$ cat config.mk
export PLATFORM = sky130hd
export DESIGN_NAME = rgb_stream_packer_flat
export DESIGN_NICKNAME = d
export VERILOG_FILES = /design/src/rtl/rgb_stream_packer_pkg.sv /design/src/rtl/rgb_stream_packer_if.sv /design/src/rtl/rgb_stream_packer_fifo.sv /design/src/rtl/rgb_stream_packer.sv /design/src/flat_wrapper.sv
export SDC_FILE = /design/constraint.sdc
export NUM_CORES = 1
export LEC_CHECK = 0
export ABC_AREA = 1
export CAP_MARGIN = 20
export CORE_MARGIN = 8
export CORE_UTILIZATION = 45
export CTS_CLUSTER_SIZE = 40
export DETAILED_ROUTE_END_ITERATION = 8
export PLACE_DENSITY_LB_ADDON = 0.12
export SETUP_SLACK_MARGIN = 0.15
export SLEW_MARGIN = 20
export SYNTH_ARGS = -nofsm -noshare
export SYNTH_HDL_FRONTEND = slang
export SYNTH_SLANG_ARGS = --single-unit
$ cat constraint.sdc
create_clock -name iCLK -period 2.2 [get_ports iCLK]
set_input_delay 0.33 -clock iCLK [delete_from_list [all_inputs] [get_ports iCLK]]
set_output_delay 0.33 -clock iCLK [all_outputs]
set_load 0.005 [all_outputs]
$ cat src/rtl/rgb_stream_packer_pkg.sv
// Shared sizes and pixel conversion helpers for the RGB stream packer.
package rgb_pack_pkg;

  localparam int unsigned FIFO_DEPTH = 4;
  localparam int unsigned PIX_W      = 10;
  localparam int unsigned WORD_W     = 16;
  localparam int unsigned CNT_W      = 12;
  localparam int unsigned PTR_W      = $clog2(FIFO_DEPTH);
  localparam int unsigned USEDW_W    = $clog2(FIFO_DEPTH + 1);

  typedef logic [PIX_W-1:0]  pix_t;
  typedef logic [WORD_W-1:0] word_t;
  typedef logic [7:0]        gray_t;

  function automatic word_t toRgb565(input pix_t r, input pix_t g, input pix_t b);
    return {r[PIX_W-1:PIX_W-5], g[PIX_W-1:PIX_W-6], b[PIX_W-1:PIX_W-5]};
  endfunction

  // Sum is two bits wider than a channel so R + 2G + B never wraps.
  function automatic gray_t toGray(input pix_t r, input pix_t g, input pix_t b);
    logic [PIX_W+1:0] sum;
    sum = {2'b00, r} + {1'b0, g, 1'b0} + {2'b00, b};
    return sum[PIX_W+1:4];
  endfunction

endpackage

$ cat src/rtl/rgb_stream_packer_if.sv
// Pixel-in / FIFO-out signal bundle of the RGB stream packer.
interface rgb_stream_packer_if import rgb_pack_pkg::*; ();

  logic                iDVAL;
  pix_t                iRed;
  pix_t                iGreen;
  pix_t                iBlue;
  logic                iFRAME_START;
  logic                iRDREQ;
  word_t               oDATA;
  logic                oEMPTY;
  logic [USEDW_W-1:0]  oUSEDW;
  logic                oOVF;
  logic [CNT_W-1:0]    oPIX_CNT;

  modport master (
    output iDVAL, iRed, iGreen, iBlue, iFRAME_START, iRDREQ,
    input  oDATA, oEMPTY, oUSEDW, oOVF, oPIX_CNT
  );

  modport slave (
    input  iDVAL, iRed, iGreen, iBlue, iFRAME_START, iRDREQ,
    output oDATA, oEMPTY, oUSEDW, oOVF, oPIX_CNT
  );

endinterface

$ cat src/rtl/rgb_stream_packer_fifo.sv
// pix_fifo4: 4x16 first-word-fall-through FIFO with occupancy output.
module pix_fifo4 import rgb_pack_pkg::*; (
  input  logic               iCLK,
  input  logic               iRST,
  input  logic               iWrEn,
  input  word_t              iWrData,
  input  logic               iRdEn,
  output word_t              oData,
  output logic               oEmpty,
  output logic [USEDW_W-1:0] oUsedw
);

  localparam logic [USEDW_W-1:0] FullCnt = USEDW_W'(FIFO_DEPTH);

  word_t              mem [FIFO_DEPTH];
  logic [PTR_W-1:0]   wrPtr;
  logic [PTR_W-1:0]   rdPtr;
  logic [USEDW_W-1:0] count;
  logic               doPush;
  logic               doPop;

  // A pop frees the slot the write lands in, so a full FIFO can still accept.
  assign doPop  = iRdEn && (count != '0);
  assign doPush = iWrEn && ((count != FullCnt) || doPop);

  always_ff @(posedge iCLK) begin
    if (doPush) begin
      mem[wrPtr] <= iWrData;
    end
  end

  always_ff @(posedge iCLK or negedge iRST) begin
    if (!iRST) begin
      wrPtr <= '0;
      rdPtr <= '0;
      count <= '0;
    end else begin
      if (doPush) wrPtr <= wrPtr + 1'b1;
      if (doPop)  rdPtr <= rdPtr + 1'b1;
      unique case ({doPush, doPop})
        2'b10:   count <= count + 1'b1;
        2'b01:   count <= count - 1'b1;
        default: count <= count;
      endcase
    end
  end

  // Head is forced to zero while empty so stale words never show after reset.
  assign oEmpty = (count == '0);
  assign oData  = oEmpty ? '0 : mem[rdPtr];
  assign oUsedw = count;

endmodule

$ cat src/rtl/rgb_stream_packer.sv
// Packs valid pixels into 16-bit words and queues them in a 4-deep FIFO.
// Define RGBPACK_GRAY_EN to pack two 8-bit gray pixels per word instead of RGB565.
module rgb_stream_packer import rgb_pack_pkg::*; (
  input  logic               iCLK,
  input  logic               iRST,
  rgb_stream_packer_if.slave bus
);

  localparam logic [USEDW_W-1:0] FullCnt = USEDW_W'(FIFO_DEPTH);

  logic             wrEn;
  word_t            wrData;
  logic             drop;
  logic             ovf;
  logic [CNT_W-1:0] pixCnt;

`ifdef RGBPACK_GRAY_EN
  gray_t grayNow;
  gray_t grayHold;
  logic  oddPhase;

  assign grayNow = toGray(bus.iRed, bus.iGreen, bus.iBlue);

  // A pixel arriving with frame start is always the even half of a new pair.
  always_ff @(posedge iCLK or negedge iRST) begin
    if (!iRST) begin
      grayHold <= '0;
      oddPhase <= 1'b0;
    end else if (bus.iFRAME_START) begin
      grayHold <= bus.iDVAL ? grayNow : '0;
      oddPhase <= bus.iDVAL;
    end else if (bus.iDVAL) begin
      if (!oddPhase) grayHold <= grayNow;
      oddPhase <= !oddPhase;
    end
  end

  assign wrEn   = bus.iDVAL && oddPhase && !bus.iFRAME_START;
  assign wrData = {grayHold, grayNow};
`else
  assign wrEn   = bus.iDVAL;
  assign wrData = toRgb565(bus.iRed, bus.iGreen, bus.iBlue);
`endif

  pix_fifo4 u_fifo (
    .iCLK    (iCLK),
    .iRST    (iRST),
    .iWrEn   (wrEn),
    .iWrData (wrData),
    .iRdEn   (bus.iRDREQ),
    .oData   (bus.oDATA),
    .oEmpty  (bus.oEMPTY),
    .oUsedw  (bus.oUSEDW)
  );

  assign drop = wrEn && (bus.oUSEDW == FullCnt) && !bus.iRDREQ;

  // Counter counts every valid pixel, including dropped ones.
  always_ff @(posedge iCLK or negedge iRST) begin
    if (!iRST) begin
      ovf    <= 1'b0;
      pixCnt <= '0;
    end else begin
      if (drop)                  ovf <= 1'b1;
      else if (bus.iFRAME_START) ovf <= 1'b0;

      if (bus.iFRAME_START) pixCnt <= bus.iDVAL ? CNT_W'(1) : '0;
      else if (bus.iDVAL)   pixCnt <= pixCnt + 1'b1;
    end
  end

  assign bus.oOVF     = ovf;
  assign bus.oPIX_CNT = pixCnt;

endmodule

$ cat src/flat_wrapper.sv
// flat-port wrapper written by rule: the top's interface ports become plain ports
module rgb_stream_packer_flat import rgb_pack_pkg::*;
  (iCLK, iRST, bus_iDVAL, bus_iRed, bus_iGreen, bus_iBlue, bus_iFRAME_START, bus_iRDREQ, bus_oDATA, bus_oEMPTY, bus_oUSEDW, bus_oOVF, bus_oPIX_CNT);
  rgb_stream_packer_if bus_i ();
  input  logic iCLK;
  input  logic iRST;
  input wire logic [$bits(bus_i.iDVAL)-1:0] bus_iDVAL;
  input wire logic [$bits(bus_i.iRed)-1:0] bus_iRed;
  input wire logic [$bits(bus_i.iGreen)-1:0] bus_iGreen;
  input wire logic [$bits(bus_i.iBlue)-1:0] bus_iBlue;
  input wire logic [$bits(bus_i.iFRAME_START)-1:0] bus_iFRAME_START;
  input wire logic [$bits(bus_i.iRDREQ)-1:0] bus_iRDREQ;
  output wire logic [$bits(bus_i.oDATA)-1:0] bus_oDATA;
  output wire logic [$bits(bus_i.oEMPTY)-1:0] bus_oEMPTY;
  output wire logic [$bits(bus_i.oUSEDW)-1:0] bus_oUSEDW;
  output wire logic [$bits(bus_i.oOVF)-1:0] bus_oOVF;
  output wire logic [$bits(bus_i.oPIX_CNT)-1:0] bus_oPIX_CNT;
  assign bus_i.iDVAL = bus_iDVAL;
  assign bus_i.iRed = bus_iRed;
  assign bus_i.iGreen = bus_iGreen;
  assign bus_i.iBlue = bus_iBlue;
  assign bus_i.iFRAME_START = bus_iFRAME_START;
  assign bus_i.iRDREQ = bus_iRDREQ;
  assign bus_oDATA = bus_i.oDATA;
  assign bus_oEMPTY = bus_i.oEMPTY;
  assign bus_oUSEDW = bus_i.oUSEDW;
  assign bus_oOVF = bus_i.oOVF;
  assign bus_oPIX_CNT = bus_i.oPIX_CNT;
  rgb_stream_packer u_core (.iCLK(iCLK), .iRST(iRST), .bus(bus_i));
endmodule
==> results of run 1 <==
-- sequential cells by signal (all words and copies together) (netlist names) --
name / flops
u_core.bus.oOVF: 1
u_core.u_fifo.wrPtr: 2
u_core.u_fifo.rdPtr: 2
u_core.bus.oPIX_CNT: 12
u_core.u_fifo.oUsedw: 3
u_core.u_fifo.mem: 64
-- timing repair --
item                       4_1_cts  5_1_grt
setup endpoints to repair       17       17
setup buffers                    6        4
gates resized for setup         20       37
pin swaps                        4        9
-- layout make-up --
cell class	instances	area [um2]
tap	102	128
inverter	26	104
fill	642	3100
clock buffer	9	124
timing repair buffer	82	743
sequential	84	2420
clock inverter	7	81.3
multi-input combinational	202	1030
-- cell usage in the layout (no fill, tap or decap), drive strengths merged --
cell           netlist  layout
nand4                1       1
clkinv               1       2
nand3                9       9
xor2                 3       3
nor2                81      81
and2                 1       1
dfrtp               20      20
a31oi                1       1
clkbuf               3      17
nand2               30      30
o31ai                1       1
buf                  9      32
a21oi               23      23
nor3b                1       1
dlygate4sd2          0       1
clkdlybuf4s50        0      36
bufinv               0       1
o21bai               1       1
edfxtp              64      64
ha                   5       5
inv                 25      29
o21ai               41      41
dlymetal6s2s         0       5
fa                   1       1
clkinvlp             0       1
nor3                 3       3
-- metal layers --
layer / vias to the layer above / global-route usage / share of wire
met3: 10 / 0.0365 / 0.049
met1: 1217 / 0.171 / 0.44
met4: 0 / 0.0573 / 0.017
li1: 1256 / - / -
met2: 59 / 0.237 / 0.49
met5: - / 0 / 0
-- report_power, final --
group	switching (W)	internal (W)
sequential	0.000119	0.00204
clock	0.000578	0.000544
combinational	0.00124	0.00104
-- metrics by stage --
| stage | std cells | total power (W) | hold WS, ns | area (um2) |
|---|---|---|---|---|
| 2_1_floorplan | 324 | 0.00330 | 0.0344 | 3600 |
| 3_3_place_gp | 486 | 0.00440 | 0.501 | 4340 |
| 3_5_place_dp | 486 | 0.00444 | 0.502 | 4340 |
| 4_1_cts | 508 | 0.00559 | 0.309 | 4610 |
| 5_1_grt | 512 | 0.00598 | 0.326 | 4630 |
| 6_report | 512 | 0.00556 | 0.312 | 4630 |
-- cell families (layout without fill, tap and decap cells) --
logic type | count (synthesis) | count (layout) | share of synthesized area
fa+ha+maj | 6 | 6 | 0.0229
simple gates | 126 | 126 | 0.151
compound gates | 67 | 67 | 0.102
xor+xnor | 3 | 3 | 0.00729
flops | 84 | 84 | 0.672
buf+inv | 38 | 124 | 0.0444
-- worst max-delay path, cell delays in order (launching register included) --
cell and delay [ns]:
dfrtp_1 0.41, clkinvlp_4 0.14, buf_6 0.16, nor2_1 0.09, o21ai_0 0.08, a21oi_1 0.12
dlygate4sd2_1 0.25
-- worst min-delay path by stage --
stage          slack [ns]                       to  cells after the start       startpoint
2_1_floorplan        0.03          u_core.bus.oOVF                      0             iRST
3_3_place_gp         0.50          u_core.bus.oOVF                      2  u_core.bus.oOVF
3_5_place_dp         0.50          u_core.bus.oOVF                      2  u_core.bus.oOVF
4_1_cts              0.31  u_core.bus.oPIX_CNT[10]                      2             iRST
5_1_grt              0.33  u_core.bus.oPIX_CNT[10]                      2             iRST
6_report             0.31  u_core.bus.oPIX_CNT[11]                      2             iRST
==> results.toml, run 1 <==
[synth]
syn_inst = 324
synth_ff_type = "edfxtp_1"
synth-seq-cells = 84
syn_area_per_cell_um2 = 11.1
synth.most_common_cell = "nor2_1"
synth_area_leader_cell = "edfxtp_1"
ys_types = 33
syn_area_um2 = 3600
synth.area.top_cells = "edfxtp_1, dfrtp_1, nor2_1"
synth_top_area_frac = 0.533
async_reset_ff_frac = 0.238
synth_enable_flop_cells = 64
ys_top_cells_by_count = "nor2_1, edfxtp_1, o21ai_0"
syn-num-nets = 365
ys.warnings.count = 0
seq_area_frac_synth = 0.672

[placed_design]
place_ws_ns = 0.196
place.gp.congestion = 0.736
hpwl_um = 5140
io_buffers = 53

[worst_setup_path]
ff2ff_setup_slack_ns = 0.64
worstPathArrival_ns = 1.61
critPathMaxFanout = 8
reg2reg_depth = 8
rr_startpoint = "u_core.u_fifo.oUsedw[0]"
critPathLaunch = "u_core.u_fifo.rdPtr[1]"
worstPathRequired_ns = 1.87
worstReg2RegEnd = "u_core.u_fifo.oUsedw[1]"
critPathKind = "reg2out"
cp-endpoint = "bus_oDATA[4]"
cp-start-kind = "flop"
endpoint_kind = "output port"

[sta]
slew_headroom = 0.734
finalHoldViolations = 0
fin_ws_ns = 0.259
grt_setup_unrepaired = "yes"
period_share = 0.882
worst_pin_slew_ns = 0.398
drv_slew = 0
period_needed_ns = 1.94
setup_tns_ns = 0
setup_violations = 0
fin_skew_ns = 0.00279
fmax_ghz = 0.515

[routing]
drc = 0
via_per_inst = 4.96
drtAntennaViolNets = 0
wl_per_cell_um = 15.0
vias = 2542
first_iter_violations = 81
drt_wl_total_um = 7680
dr.pass1.iters = 5

[floorplanning]
io_pins = 68
rows = 32
die_area_um2 = 11100
die_h_um = 106
core_um2 = 7730
fp.dieW_um = 106
start_util = 0.466

[clocking]
hold_buffers = 0
insertion_delay_ns = 0.35
htreeDepth = 3
clk_pin_slew_worst_paths_ns = 0.09
clockRootBuffer = "clkbuf_8"
cts_buffers = 9
cts_tree = "done"
cts_sinks = 84
clock_path_buffers = 2

[global_route]
grt.total_usage = 0.142
grt_max_degree = 21
overflow = 0
grt_pass1_vias = 2501
antenna_found_initial = 0
grt_first_pass_wirelength_um = 12500

[status]
status = "completed"

[layout]
drive_above_1_share = 0.183
post-route-util = 0.599
area_delta_synth_final_pct = 28.5
diodes = 0
nNetsFinal = 446

[hold_path]
hold_path.class = "in2async"

[flow_run]
drv_cap = 0

[pwr]
powerDensity_nw_per_um2 = 1200
p_leak_nw = 1.89
peakVddDrop_uv = 850
Note: power is estimated with default switching activity, not from simulation.
==> run 2: changes to the inputs <==
--- a/config.mk
+++ b/config.mk
@@ -17,3 +17,4 @@
 export SYNTH_ARGS = -nofsm -noshare
 export SYNTH_HDL_FRONTEND = slang
 export SYNTH_SLANG_ARGS = --single-unit
+export TNS_END_PERCENT = 100
==> results of run 2 <==
The final DEF is identical to that of run 1; final timing and power are the same.
